File: config.mk
export PLATFORM = sky130hd
export DESIGN_NAME = id_ex_stage_flat
export DESIGN_NICKNAME = d
export VERILOG_FILES = /design/src/rtl/pipeline_pkg.sv /design/src/rtl/id_ex_stage_if.sv /design/src/rtl/load_use_detect.sv /design/src/rtl/id_ex_stage.sv /design/src/flat_wrapper.sv
export SDC_FILE = /design/constraint.sdc
export NUM_CORES = 1
export LEC_CHECK = 0
export CAP_MARGIN = 20
export CORE_ASPECT_RATIO = 0.7
export CORE_UTILIZATION = 39
export CTS_BUF_LIST = sky130_fd_sc_hd__clkbuf_2
export DETAILED_ROUTE_END_ITERATION = 8
export GPL_TIMING_DRIVEN = 0
export PLACE_DENSITY = 0.78
export RECOVER_POWER = 100
export SYNTH_ARGS = -nofsm -noshare
export SYNTH_HDL_FRONTEND = slang
export SYNTH_SLANG_ARGS = --single-unit
export TNS_END_PERCENT = 100
File: constraint.sdc
create_clock -name clk -period 1.85 [get_ports clk]
set_input_delay 0.37 -clock clk [delete_from_list [all_inputs] [get_ports clk]]
set_output_delay 0.37 -clock clk [all_outputs]
set_load 0.02 [all_outputs]
File: src/rtl/pipeline_pkg.sv
// Shared pipeline definitions for the RV32I core: field widths, ALU op encodings,
// decoded-control bundle and the bubble constant.
package pipeline_pkg;

  localparam int REG_W     = 5;
  localparam int ALUOP_W   = 4;
  localparam int CNT_W_DEF = 16;

  typedef enum logic [ALUOP_W-1:0] {
    ALU_ADD  = 4'd0,
    ALU_SUB  = 4'd1,
    ALU_SLL  = 4'd2,
    ALU_SLT  = 4'd3,
    ALU_SLTU = 4'd4,
    ALU_XOR  = 4'd5,
    ALU_SRL  = 4'd6,
    ALU_SRA  = 4'd7,
    ALU_OR   = 4'd8,
    ALU_AND  = 4'd9,
    ALU_LUI  = 4'd10,
    ALU_PASS = 4'd11
  } alu_op_e;

  typedef struct packed {
    logic               reg_write;
    logic               mem_read;
    logic               mem_write;
    logic               mem_to_reg;
    logic               alu_src;
    logic               branch;
    logic [ALUOP_W-1:0] alu_op;
  } ctrl_t;

  // All-zero control: no write, no memory access, no branch.
  localparam ctrl_t CTRL_NOP = '0;

  typedef enum logic [1:0] {
    UPD_CAPTURE,
    UPD_FLUSH,
    UPD_HOLD,
    UPD_HAZARD
  } upd_e;

endpackage

File: src/rtl/id_ex_stage_if.sv
// ID -> ID/EX bundle: decoded instruction from ID and the registered EX-side view.
interface id_ex_stage_if #(
    parameter int XLEN = 32
);
    import pipeline_pkg::*;

    logic               if_id_valid;
    logic [XLEN-1:0]    if_id_pc;
    logic [REG_W-1:0]   if_id_rs1;
    logic [REG_W-1:0]   if_id_rs2;
    logic [REG_W-1:0]   if_id_rd;
    logic [XLEN-1:0]    id_rs1_data;
    logic [XLEN-1:0]    id_rs2_data;
    logic [XLEN-1:0]    id_imm;
    logic               id_reg_write;
    logic               id_mem_read;
    logic               id_mem_write;
    logic               id_mem_to_reg;
    logic               id_alu_src;
    logic               id_branch;
    logic [ALUOP_W-1:0] id_alu_op;

    logic               ID_EX_VALID;
    logic [XLEN-1:0]    ID_EX_PC;
    logic [XLEN-1:0]    ID_EX_RS1_DATA;
    logic [XLEN-1:0]    ID_EX_RS2_DATA;
    logic [XLEN-1:0]    ID_EX_IMM;
    logic [REG_W-1:0]   ID_EX_RS1;
    logic [REG_W-1:0]   ID_EX_RS2;
    logic [REG_W-1:0]   ID_EX_RD;
    logic               ID_EX_RegWrite;
    logic               ID_EX_MemRead;
    logic               ID_EX_MemWrite;
    logic               ID_EX_MemToReg;
    logic               ID_EX_ALUSrc;
    logic               ID_EX_Branch;
    logic [ALUOP_W-1:0] ID_EX_ALUOp;

    modport master (
        output if_id_valid, if_id_pc, if_id_rs1, if_id_rs2, if_id_rd,
               id_rs1_data, id_rs2_data, id_imm,
               id_reg_write, id_mem_read, id_mem_write, id_mem_to_reg,
               id_alu_src, id_branch, id_alu_op,
        input  ID_EX_VALID, ID_EX_PC, ID_EX_RS1_DATA, ID_EX_RS2_DATA, ID_EX_IMM,
               ID_EX_RS1, ID_EX_RS2, ID_EX_RD,
               ID_EX_RegWrite, ID_EX_MemRead, ID_EX_MemWrite, ID_EX_MemToReg,
               ID_EX_ALUSrc, ID_EX_Branch, ID_EX_ALUOp
    );

    modport slave (
        input  if_id_valid, if_id_pc, if_id_rs1, if_id_rs2, if_id_rd,
               id_rs1_data, id_rs2_data, id_imm,
               id_reg_write, id_mem_read, id_mem_write, id_mem_to_reg,
               id_alu_src, id_branch, id_alu_op,
        output ID_EX_VALID, ID_EX_PC, ID_EX_RS1_DATA, ID_EX_RS2_DATA, ID_EX_IMM,
               ID_EX_RS1, ID_EX_RS2, ID_EX_RD,
               ID_EX_RegWrite, ID_EX_MemRead, ID_EX_MemWrite, ID_EX_MemToReg,
               ID_EX_ALUSrc, ID_EX_Branch, ID_EX_ALUOp
    );

endinterface

File: src/rtl/load_use_detect.sv
// Load-use hazard: a load in EX whose destination is read by the instruction in ID.
module load_use_detect
    import pipeline_pkg::*;
(
    input  logic             ex_valid,
    input  logic             ex_mem_read,
    input  logic [REG_W-1:0] ex_rd,
    input  logic             id_valid,
    input  logic [REG_W-1:0] id_rs1,
    input  logic [REG_W-1:0] id_rs2,
    output logic             hazard
);

    // x0 is never written, so a load into it cannot create a dependency.
    assign hazard = ex_valid && ex_mem_read && (ex_rd != '0) && id_valid &&
                    ((ex_rd == id_rs1) || (ex_rd == id_rs2));

endmodule

File: src/rtl/id_ex_stage.sv
// ID/EX pipeline register with load-use bubble insertion, busy hold, flush and
// saturating hazard counters.
module id_ex_stage
    import pipeline_pkg::*;
#(
    parameter int XLEN  = 32,
    parameter int CNT_W = CNT_W_DEF
) (
    input  logic             clk,
    input  logic             rst_n,
    id_ex_stage_if.slave     bus,
    input  logic             ex_branch_taken,
    input  logic             ex_busy,
    input  logic             cnt_clr,
    output logic             stall_if_id,
    output logic [CNT_W-1:0] load_use_cnt,
    output logic [CNT_W-1:0] busy_cnt,
    output logic [CNT_W-1:0] flush_cnt
);

    logic             vld_p1;
    logic [XLEN-1:0]  pc_p1;
    logic [XLEN-1:0]  rs1_data_p1;
    logic [XLEN-1:0]  rs2_data_p1;
    logic [XLEN-1:0]  imm_p1;
    logic [REG_W-1:0] rs1_p1;
    logic [REG_W-1:0] rs2_p1;
    logic [REG_W-1:0] rd_p1;
    ctrl_t            ctrl_p1;
    ctrl_t            id_ctrl;
    logic             hazard;
    upd_e             upd;

    function automatic logic [CNT_W-1:0] sat_inc(input logic [CNT_W-1:0] v);
        return (&v) ? v : v + 1'b1;
    endfunction

    assign id_ctrl = '{reg_write:  bus.id_reg_write,
                       mem_read:   bus.id_mem_read,
                       mem_write:  bus.id_mem_write,
                       mem_to_reg: bus.id_mem_to_reg,
                       alu_src:    bus.id_alu_src,
                       branch:     bus.id_branch,
                       alu_op:     bus.id_alu_op};

    load_use_detect u_load_use_detect (
        .ex_valid    (vld_p1),
        .ex_mem_read (ctrl_p1.mem_read),
        .ex_rd       (rd_p1),
        .id_valid    (bus.if_id_valid),
        .id_rs1      (bus.if_id_rs1),
        .id_rs2      (bus.if_id_rs2),
        .hazard      (hazard)
    );

    // A taken branch squashes the ID instruction anyway, so it never needs holding.
    assign stall_if_id = !ex_branch_taken && (ex_busy || hazard);

    always_comb begin
        upd = UPD_CAPTURE;
        if (ex_branch_taken) upd = UPD_FLUSH;
        else if (ex_busy)    upd = UPD_HOLD;
        else if (hazard)     upd = UPD_HAZARD;
    end

    // ---- ID -> EX register boundary ----
    always_ff @(posedge clk or negedge rst_n) begin
        if (!rst_n) begin
            vld_p1      <= 1'b0;
            pc_p1       <= '0;
            rs1_data_p1 <= '0;
            rs2_data_p1 <= '0;
            imm_p1      <= '0;
            rs1_p1      <= '0;
            rs2_p1      <= '0;
            rd_p1       <= '0;
            ctrl_p1     <= CTRL_NOP;
        end else if (upd != UPD_HOLD) begin
            if (upd == UPD_CAPTURE && bus.if_id_valid) begin
                vld_p1      <= 1'b1;
                pc_p1       <= bus.if_id_pc;
                rs1_data_p1 <= bus.id_rs1_data;
                rs2_data_p1 <= bus.id_rs2_data;
                imm_p1      <= bus.id_imm;
                rs1_p1      <= bus.if_id_rs1;
                rs2_p1      <= bus.if_id_rs2;
                rd_p1       <= bus.if_id_rd;
                ctrl_p1     <= id_ctrl;
            end else begin
                vld_p1      <= 1'b0;
                pc_p1       <= '0;
                rs1_data_p1 <= '0;
                rs2_data_p1 <= '0;
                imm_p1      <= '0;
                rs1_p1      <= '0;
                rs2_p1      <= '0;
                rd_p1       <= '0;
                ctrl_p1     <= CTRL_NOP;
            end
        end
    end

    always_ff @(posedge clk or negedge rst_n) begin
        if (!rst_n) begin
            load_use_cnt <= '0;
            busy_cnt     <= '0;
            flush_cnt    <= '0;
        end else if (cnt_clr) begin
            load_use_cnt <= '0;
            busy_cnt     <= '0;
            flush_cnt    <= '0;
        end else begin
            if (upd == UPD_HAZARD) load_use_cnt <= sat_inc(load_use_cnt);
            if (upd == UPD_HOLD)   busy_cnt     <= sat_inc(busy_cnt);
            if (upd == UPD_FLUSH)  flush_cnt    <= sat_inc(flush_cnt);
        end
    end

    assign bus.ID_EX_VALID    = vld_p1;
    assign bus.ID_EX_PC       = pc_p1;
    assign bus.ID_EX_RS1_DATA = rs1_data_p1;
    assign bus.ID_EX_RS2_DATA = rs2_data_p1;
    assign bus.ID_EX_IMM      = imm_p1;
    assign bus.ID_EX_RS1      = rs1_p1;
    assign bus.ID_EX_RS2      = rs2_p1;
    assign bus.ID_EX_RD       = rd_p1;
    assign bus.ID_EX_RegWrite = ctrl_p1.reg_write;
    assign bus.ID_EX_MemRead  = ctrl_p1.mem_read;
    assign bus.ID_EX_MemWrite = ctrl_p1.mem_write;
    assign bus.ID_EX_MemToReg = ctrl_p1.mem_to_reg;
    assign bus.ID_EX_ALUSrc   = ctrl_p1.alu_src;
    assign bus.ID_EX_Branch   = ctrl_p1.branch;
    assign bus.ID_EX_ALUOp    = ctrl_p1.alu_op;

endmodule

File: src/flat_wrapper.sv
// flat-port wrapper written by rule: the top's interface ports become plain ports
module id_ex_stage_flat import pipeline_pkg::*;
#(
    parameter int XLEN  = 32,
    parameter int CNT_W = CNT_W_DEF
)
  (clk, rst_n, ex_branch_taken, ex_busy, cnt_clr, stall_if_id, load_use_cnt, busy_cnt, flush_cnt, bus_if_id_valid, bus_if_id_pc, bus_if_id_rs1, bus_if_id_rs2, bus_if_id_rd, bus_id_rs1_data, bus_id_rs2_data, bus_id_imm, bus_id_reg_write, bus_id_mem_read, bus_id_mem_write, bus_id_mem_to_reg, bus_id_alu_src, bus_id_branch, bus_id_alu_op, bus_ID_EX_VALID, bus_ID_EX_PC, bus_ID_EX_RS1_DATA, bus_ID_EX_RS2_DATA, bus_ID_EX_IMM, bus_ID_EX_RS1, bus_ID_EX_RS2, bus_ID_EX_RD, bus_ID_EX_RegWrite, bus_ID_EX_MemRead, bus_ID_EX_MemWrite, bus_ID_EX_MemToReg, bus_ID_EX_ALUSrc, bus_ID_EX_Branch, bus_ID_EX_ALUOp);
  id_ex_stage_if #(.XLEN(XLEN)) bus_i ();
  input  logic clk;
  input  logic rst_n;
  input  logic ex_branch_taken;
  input  logic ex_busy;
  input  logic cnt_clr;
  output logic stall_if_id;
  output logic [CNT_W-1:0] load_use_cnt;
  output logic [CNT_W-1:0] busy_cnt;
  output logic [CNT_W-1:0] flush_cnt;
  input wire logic [$bits(bus_i.if_id_valid)-1:0] bus_if_id_valid;
  input wire logic [$bits(bus_i.if_id_pc)-1:0] bus_if_id_pc;
  input wire logic [$bits(bus_i.if_id_rs1)-1:0] bus_if_id_rs1;
  input wire logic [$bits(bus_i.if_id_rs2)-1:0] bus_if_id_rs2;
  input wire logic [$bits(bus_i.if_id_rd)-1:0] bus_if_id_rd;
  input wire logic [$bits(bus_i.id_rs1_data)-1:0] bus_id_rs1_data;
  input wire logic [$bits(bus_i.id_rs2_data)-1:0] bus_id_rs2_data;
  input wire logic [$bits(bus_i.id_imm)-1:0] bus_id_imm;
  input wire logic [$bits(bus_i.id_reg_write)-1:0] bus_id_reg_write;
  input wire logic [$bits(bus_i.id_mem_read)-1:0] bus_id_mem_read;
  input wire logic [$bits(bus_i.id_mem_write)-1:0] bus_id_mem_write;
  input wire logic [$bits(bus_i.id_mem_to_reg)-1:0] bus_id_mem_to_reg;
  input wire logic [$bits(bus_i.id_alu_src)-1:0] bus_id_alu_src;
  input wire logic [$bits(bus_i.id_branch)-1:0] bus_id_branch;
  input wire logic [$bits(bus_i.id_alu_op)-1:0] bus_id_alu_op;
  output wire logic [$bits(bus_i.ID_EX_VALID)-1:0] bus_ID_EX_VALID;
  output wire logic [$bits(bus_i.ID_EX_PC)-1:0] bus_ID_EX_PC;
  output wire logic [$bits(bus_i.ID_EX_RS1_DATA)-1:0] bus_ID_EX_RS1_DATA;
  output wire logic [$bits(bus_i.ID_EX_RS2_DATA)-1:0] bus_ID_EX_RS2_DATA;
  output wire logic [$bits(bus_i.ID_EX_IMM)-1:0] bus_ID_EX_IMM;
  output wire logic [$bits(bus_i.ID_EX_RS1)-1:0] bus_ID_EX_RS1;
  output wire logic [$bits(bus_i.ID_EX_RS2)-1:0] bus_ID_EX_RS2;
  output wire logic [$bits(bus_i.ID_EX_RD)-1:0] bus_ID_EX_RD;
  output wire logic [$bits(bus_i.ID_EX_RegWrite)-1:0] bus_ID_EX_RegWrite;
  output wire logic [$bits(bus_i.ID_EX_MemRead)-1:0] bus_ID_EX_MemRead;
  output wire logic [$bits(bus_i.ID_EX_MemWrite)-1:0] bus_ID_EX_MemWrite;
  output wire logic [$bits(bus_i.ID_EX_MemToReg)-1:0] bus_ID_EX_MemToReg;
  output wire logic [$bits(bus_i.ID_EX_ALUSrc)-1:0] bus_ID_EX_ALUSrc;
  output wire logic [$bits(bus_i.ID_EX_Branch)-1:0] bus_ID_EX_Branch;
  output wire logic [$bits(bus_i.ID_EX_ALUOp)-1:0] bus_ID_EX_ALUOp;
  assign bus_i.if_id_valid = bus_if_id_valid;
  assign bus_i.if_id_pc = bus_if_id_pc;
  assign bus_i.if_id_rs1 = bus_if_id_rs1;
  assign bus_i.if_id_rs2 = bus_if_id_rs2;
  assign bus_i.if_id_rd = bus_if_id_rd;
  assign bus_i.id_rs1_data = bus_id_rs1_data;
  assign bus_i.id_rs2_data = bus_id_rs2_data;
  assign bus_i.id_imm = bus_id_imm;
  assign bus_i.id_reg_write = bus_id_reg_write;
  assign bus_i.id_mem_read = bus_id_mem_read;
  assign bus_i.id_mem_write = bus_id_mem_write;
  assign bus_i.id_mem_to_reg = bus_id_mem_to_reg;
  assign bus_i.id_alu_src = bus_id_alu_src;
  assign bus_i.id_branch = bus_id_branch;
  assign bus_i.id_alu_op = bus_id_alu_op;
  assign bus_ID_EX_VALID = bus_i.ID_EX_VALID;
  assign bus_ID_EX_PC = bus_i.ID_EX_PC;
  assign bus_ID_EX_RS1_DATA = bus_i.ID_EX_RS1_DATA;
  assign bus_ID_EX_RS2_DATA = bus_i.ID_EX_RS2_DATA;
  assign bus_ID_EX_IMM = bus_i.ID_EX_IMM;
  assign bus_ID_EX_RS1 = bus_i.ID_EX_RS1;
  assign bus_ID_EX_RS2 = bus_i.ID_EX_RS2;
  assign bus_ID_EX_RD = bus_i.ID_EX_RD;
  assign bus_ID_EX_RegWrite = bus_i.ID_EX_RegWrite;
  assign bus_ID_EX_MemRead = bus_i.ID_EX_MemRead;
  assign bus_ID_EX_MemWrite = bus_i.ID_EX_MemWrite;
  assign bus_ID_EX_MemToReg = bus_i.ID_EX_MemToReg;
  assign bus_ID_EX_ALUSrc = bus_i.ID_EX_ALUSrc;
  assign bus_ID_EX_Branch = bus_i.ID_EX_Branch;
  assign bus_ID_EX_ALUOp = bus_i.ID_EX_ALUOp;
  id_ex_stage #(.XLEN(XLEN), .CNT_W(CNT_W)) u_core (.clk(clk), .rst_n(rst_n), .bus(bus_i), .ex_branch_taken(ex_branch_taken), .ex_busy(ex_busy), .cnt_clr(cnt_clr), .stall_if_id(stall_if_id), .load_use_cnt(load_use_cnt), .busy_cnt(busy_cnt), .flush_cnt(flush_cnt));
endmodule
==> flow_summary.ini, run 1 <==
[run_status]
outcome = finished with violations
violations = setup timing

[clock_tree]
clk_path_buf_depth = 3
cts_made_buffers = 48
clk_pin_slew_ns = 0.11
clockRootBuffer = clkbuf_2
cts.sinks = 202
htreeDepth = 2
clk_latency_ns = 0.76
cts_tree = yes

[placed_design]
place_hpwl_um = 18600
place_inst = 1295
gp_congestion = 0.851
port_buffers = 359

[synthesis]
syn_area_per_cell_um2 = 12.5
ys_warn_count = 0
synth_top_cell_by_area = dfrtp_1
synth_area_um2 = 8240
synth_seq_cells = 202
synth.most_common_cell = dfrtp_1
netlist_instances = 658
yosysTopAreaCellShare_pct = 61.4
ys_top_cells_by_area = dfrtp_1, a22o_1, xor2_1
synth_enable_flop_cells = 0
synthArstFlopShare_pct = 100
synth_common_cells = dfrtp_1, a22o_1, nor2_1
ys.flop_type = dfrtp_1
yosysSeqAreaShare_pct = 61.4
yosysUniqueCellTypes = 46
syn_nets = 820

[die]
die_x_um = 176
die-area_um2 = 21700
initial_core_util_pct = 39.8
io-pin-count = 362
fp-row-count = 44
die_h_um = 124
core_um2 = 20700

[cells_and_area]
n_fill_cell = 1640
fin_nets = 1320
areaGrowthSynthToFinish_pct = 62.0
utilization_pct = 64.5
regArea_um2 = 5080
drive_above_1_share_pct = 39.4
final_cells = 1474
multiInputGateArea_um2 = 3230

[setup_path]
start_kind = flip-flop
crit_path_end_kind = output pin
cp_max_fo = 4
crit_required_ns = 1.48
critPathKind = reg2out
cp.arrival_ns = 2.36

[pwr]
power.density_nw_per_um2 = 688
power_uw = 9180
ir_worst_vdd_mv = 0.412
p_leak_uw = 0.00652

[sta]
post-route-min-period_ns = 2.73
fmax_mhz = 366
max-slew-margin-rel_pct = 9.80
setup_slack_ns = -0.881
tightestPinTransition_ns = 1.35
fin_skew_ns = 0.0609
rsz0062_at_grt = true
hold_viol = 0
finalCritPeriodShare_pct = 148
setup_viol = 181
final_max_slew_viol_count = 0

[grt]
antenna_found_initial = 1
grt_pass1_vias = 7435
grtUsageTotal_pct = 24.0
grt_pass1_wl_um = 40500
grt_max_degree = 110
grt_overflow = 0

[route]
postRouteAntennaNets = 0
wl_um = 29500
via_count = 7804
vias_per_cell = 5.29
drc = 0
wire_per_inst_um = 20.0
drt-initial-drc-count = 567
drtPass1Iterations = 5

[run]
max_cap_violations = 0

[worst_hold_path]
hold_class = in2reg
-- final timing paths --
path	start	end	cells past startpoint	slack [ns]
setup / recovery	u_core.bus.ID_EX_RD[2]	stall_if_id	9	-0.88
min in group asynchronous	rst_n	u_core.flush_cnt[9]	2	0.45
hold / removal	cnt_clr	u_core.load_use_cnt[0]	3	0.18
setup reg to reg	u_core.bus.ID_EX_RD[2]	u_core.bus.ID_EX_RS1[2]	11	-0.57
max in group asynchronous	rst_n	u_core.bus.ID_EX_RS2[4]	3	0.18
hold reg to reg	u_core.bus.ID_EX_RS1_DATA[16]	u_core.bus.ID_EX_RS1_DATA[16]	1	0.51
-- metrics by stage --
step                      hold WS [ns]  cell area, um^2  setup WS (ns)   TNS, ns
after floorplan                 0.0744             8290         -0.115     -8.90
after global placement           0.482            12200          -8.69  -1770.04
after detailed placement         0.430            12300          -1.32   -125.00
after CTS                       0.0549            12500         -0.964    -51.28
after global routing             0.109            13300          -1.02    -92.92
final                            0.183            13300         -0.881    -81.53
-- flip-flops by register name (all words and copies together), names as in the netlist, 4 cells and up --
name	cells
u_core.bus.ID_EX_IMM	32
u_core.bus.ID_EX_PC	32
u_core.bus.ID_EX_RS1_DATA	32
u_core.bus.ID_EX_RS2_DATA	32
u_core.busy_cnt	16
u_core.flush_cnt	16
u_core.load_use_cnt	16
u_core.bus.ID_EX_RD	5
u_core.bus.ID_EX_RS1	5
u_core.bus.ID_EX_RS2	5
u_core.bus.ID_EX_ALUOp	4
-- power by group --
| part | internal, uW | total, uW | switching [uW] |
|---|---|---|---|
| sequential | 4550 | 4640 | 91.7 |
| clock | 1360 | 3170 | 1810 |
| combinational | 702 | 1370 | 672 |
| total | 6600 | 9180 | 2580 |
-- layout make-up --
class                   instances  share of cell area [%]
well taps                     276                    2.59
flip-flops and latches        202                    38.1
clock buffers                  76                    2.85
repair buffers                459                    29.2
diodes                          2                  0.0375
inverters                       1                  0.0281
multi-input cells             406                    24.2
plain buffers                  40                    2.26
clock inverters                12                   0.741
-- routing by layer --
| metal | track usage, % | up-vias | share of wire (%) |
|---|---|---|---|
| met4 | 8.80 | 0 | 2.0 |
| met2 | 38.1 | 374 | 49 |
| met5 | 0 | - | 0 |
| li1 | - | 3522 | - |
| met3 | 6.44 | 57 | 7.9 |
| met1 | 31.7 | 3851 | 41 |
-- cell families after synthesis --
| group | Yosys count | share of synthesized area (%) |
|---|---|---|
| muxes | 8 | 1.06 |
| buffers and inverters | 50 | 3.10 |
| and+or+nand+nor | 162 | 10.5 |
| xor gates and xnor gates | 36 | 3.83 |
| DFF | 202 | 61.4 |
| adders and majority gates | 3 | 0.456 |
| AOI/OAI and AO/OA | 197 | 19.7 |
-- worst max-delay path, cell delays in order, from the launching register on --
cell	delay (ns)
dfrtp_2	0.45
buf_4	0.15
xor2_1	0.17
nor2_1	0.07
a22oi_2	0.26
buf_6	0.15
buf_6	0.09
nand2b_4	0.11
a21oi_4	0.05
buf_6	0.13
-- repair_timing --
action | in CTS | in global routing
hold endpoints to repair | 94 | 0
setup buffers | 45 | 33
hold buffers | 2 | 0
endpoints found under the setup margin | 386 | 241
cloned | 0 | 18
gates resized for setup | 827 | 142
pin swaps | 11 | 153
-- cells in the final DEF (no fill, tap or decap), types with 7 or more instances in the layout --
cell type        count
xor2_1              16
and3_1               7
buf_2               17
clkbuf_2           251
a22o_1             153
nand3_1             19
clkdlybuf4s50_1    155
clkinv_1             9
or4_4                7
dfrtp_2             21
clkbuf_1            28
buf_6               25
clkbuf_16           18
buf_12               9
nor3_1               9
buf_8               15
a21oi_2             10
xnor2_1             17
nor2_1              43
buf_4               50
nand2_1             15
nand4_1             16
dfrtp_1            181
a21oi_1              7
Note: power is estimated with default switching activity, not from simulation.
==> run 2, diff against run 1 <==
--- a/config.mk
+++ b/config.mk
@@ -7,11 +7,10 @@
 export LEC_CHECK = 0
 export CAP_MARGIN = 20
 export CORE_ASPECT_RATIO = 0.7
-export CORE_UTILIZATION = 39
+export CORE_UTILIZATION = 25
 export CTS_BUF_LIST = sky130_fd_sc_hd__clkbuf_2
 export DETAILED_ROUTE_END_ITERATION = 8
 export GPL_TIMING_DRIVEN = 0
-export PLACE_DENSITY = 0.78
 export RECOVER_POWER = 100
 export SYNTH_ARGS = -nofsm -noshare
 export SYNTH_HDL_FRONTEND = slang
==> flow_summary.ini, run 2 (synthesis results as in run 1) <==
[setup_path]
rrSetupSlack_ns = -0.55
r2r_end = u_core.bus.ID_EX_PC[27]
slowest_delay_ns = 0.45
crit_start = u_core.bus.ID_EX_RD[4]
ff2ff_path_depth = 10
critPathTopFamily = flip-flops
start_kind = flip-flop
cp_cell_sequence = xor2_1 -> nor3_2 -> a22oi_2 -> buf_6 -> buf_6 -> nand2b_4 -> a21oi_4 -> buf_6
path_buf_inv = 3
cp.arrival_ns = 2.43
reg2reg_from = u_core.bus.ID_EX_RD[4]
crit_required_ns = 1.48
critPathKind = reg2out
endpoint = stall_if_id
cp.depth = 8
crit_path_end_kind = output pin
cp_slowest_cell = dfrtp_2
crit_top_cell = buf_6
cp_max_fo = 4

[sta]
tightestPinTransition_ns = 1.44
post-route-min-period_ns = 2.80
fmax_mhz = 357
rsz0062_at_grt = true
setup_viol = 193
fin_skew_ns = 0.0755
tns_ns = -78.67
finalCritPeriodShare_pct = 152
final_max_slew_viol_count = 0
max-slew-margin-rel_pct = 3.89
hold_viol = 0
setup_slack_ns = -0.954

[cells_and_area]
fin_nets = 1363
areaGrowthSynthToFinish_pct = 73.3
final_cells = 1662
antenna_cells = 0
layout_common_cells = buf_6, dfrtp_1, clkdlybuf4s50_1, a22o_1, buf_4
drive_above_1_share_pct = 37.6
final_common_cell = buf_6
n_fill_cell = 3099

[route]
via_count = 7756
wl_met1_um = 13600
postRouteAntennaNets = 0
wire_per_inst_um = 18.3
dr_wl_met3_um = 2300
top_layer = met4
drt-initial-drc-count = 409
wl_um = 30500
wl_met2_um = 13900
drc = 0
vias_per_cell = 4.67
drtPass1Iterations = 6

[pwr]
p_int_uw = 6440
p_leak_uw = 0.00674
combinationalPowerShare_pct = 16.0
ir_worst_vdd_mv = 0.336
power_uw = 9140
power.density_nw_per_um2 = 640
swShare_pct = 29.5
clkPwrFrac_pct = 33.0
power_switching_uw = 2700
seq_power_share_pct = 50.9

[clock_tree]
htreeDepth = 2
cts_tree = yes
cts.sinks = 202
clk_latency_ns = 0.83
clockRootBuffer = clkbuf_2
clk_path_buf_depth = 3
clk_pin_slew_ns = 0.13
cts_made_buffers = 52

[grt]
grt_max_degree = 104
grt_pass1_vias = 8042
grt_pass1_wl_um = 46000
antenna_found_initial = 0
grt_overflow = 0
grtUsageTotal_pct = 17.6

[worst_hold_path]
hold_class = in2reg

[die]
initial_core_util_pct = 25.5
core_um2 = 32300
die_h_um = 154
io-pin-count = 362
die-area_um2 = 33700
fp-row-count = 55
die_x_um = 219

[placed_design]
gp_congestion = 0.825
place_hpwl_um = 20400
dp_slack_ns = -1.32
port_buffers = 359
place_inst = 1446

[run]
max_cap_violations = 0

[run_status]
violations = setup timing
outcome = finished with violations
[run 2: cell count changes in the layout (fill, tap and decap cells not counted), moves of 8 or more]
cell / delta
clkbuf_2: -167
clkbuf_16: -18
buf_2: -8
buf_8: -13
dlygate4sd3_1: +23
buf_4: +50
buf_6: +181
[run 2: per-layer routing]
layer / vias to the layer above / track usage, %
met5: - / 0
met1: 3826 / 24.1
li1: 3584 / -
met3: 56 / 5.34
met2: 290 / 26.5
met4: 0 / 5.56
[run 2: how the worst min path moves through the flow]
stage,startpoint,to,cells after the start
global placement,u_core.bus.ID_EX_RS2_DATA[17],u_core.bus.ID_EX_RS2_DATA[17],1
global route,bus_id_rs2_data[13],u_core.bus.ID_EX_RS2_DATA[13],2
detailed placement,rst_n,u_core.flush_cnt[12],1
CTS,bus_id_rs1_data[11],u_core.bus.ID_EX_RS1_DATA[11],2
floorplan,rst_n,u_core.bus.ID_EX_ALUOp[0],0
finish,bus_id_rs1_data[11],u_core.bus.ID_EX_RS1_DATA[11],2
[run 2: stage by stage]
stage	hold slack, ns	area (um^2)	util (%)
after floorplan	0.0744	8290	-
after global placement	0.483	12400	38.4
after detailed placement	0.465	12500	38.6
after CTS	0.000791	14100	43.7
after global routing	0.00113	14300	44.2
final	0.132	14300	44.2
[run 2: repair_timing]
item,4_1_cts,5_1_grt
gates resized for setup,1242,24
buffers inserted,98,8
endpoints found under the setup margin,386,390
endpoints found under the hold margin,123,5
pin swaps,5,5
hold buffers,20,5
[run 2: power groups by stage]
stage          clock [uW]  combinational, uW  sequential (uW)
6_report             3020               1470             4660
5_1_grt              3440               1570             4680
4_1_cts              3170               1460             4650
3_5_place_dp            0               1310             4720
3_3_place_gp            0               1290             4730
2_1_floorplan           0                297             4880
[run 2: worst reg2reg max path: cells and delay by family (launching register included)]
family,cells,cell delay [ns]
simple gates,1,0.22
compound gates,3,0.69
xor+xnor,1,0.16
buf+inv,5,0.74
flops,1,0.45
[run 2: cell type report]
class / count / area (um^2) / area share [%]
plain buffers: 49 / 360 / 2.52
clock inverters: 12 / 51.3 / 0.359
flip-flops and latches: 202 / 5080 / 35.6
clock buffers: 76 / 380 / 2.66
multi-input cells: 406 / 3040 / 21.3
repair buffers: 489 / 4820 / 33.8
inverters: 1 / 3.75 / 0.0263
well taps: 427 / 534 / 3.74
==> run 3, diff against run 2 <==
--- a/config.mk
+++ b/config.mk
@@ -11,6 +11,7 @@
 export CTS_BUF_LIST = sky130_fd_sc_hd__clkbuf_2
 export DETAILED_ROUTE_END_ITERATION = 8
 export GPL_TIMING_DRIVEN = 0
+export PLACE_DENSITY = 0.6
 export RECOVER_POWER = 100
 export SYNTH_ARGS = -nofsm -noshare
 export SYNTH_HDL_FRONTEND = slang
==> results of run 3 <==
Same layout as run 2: the final DEF is identical, and so are final timing and power.
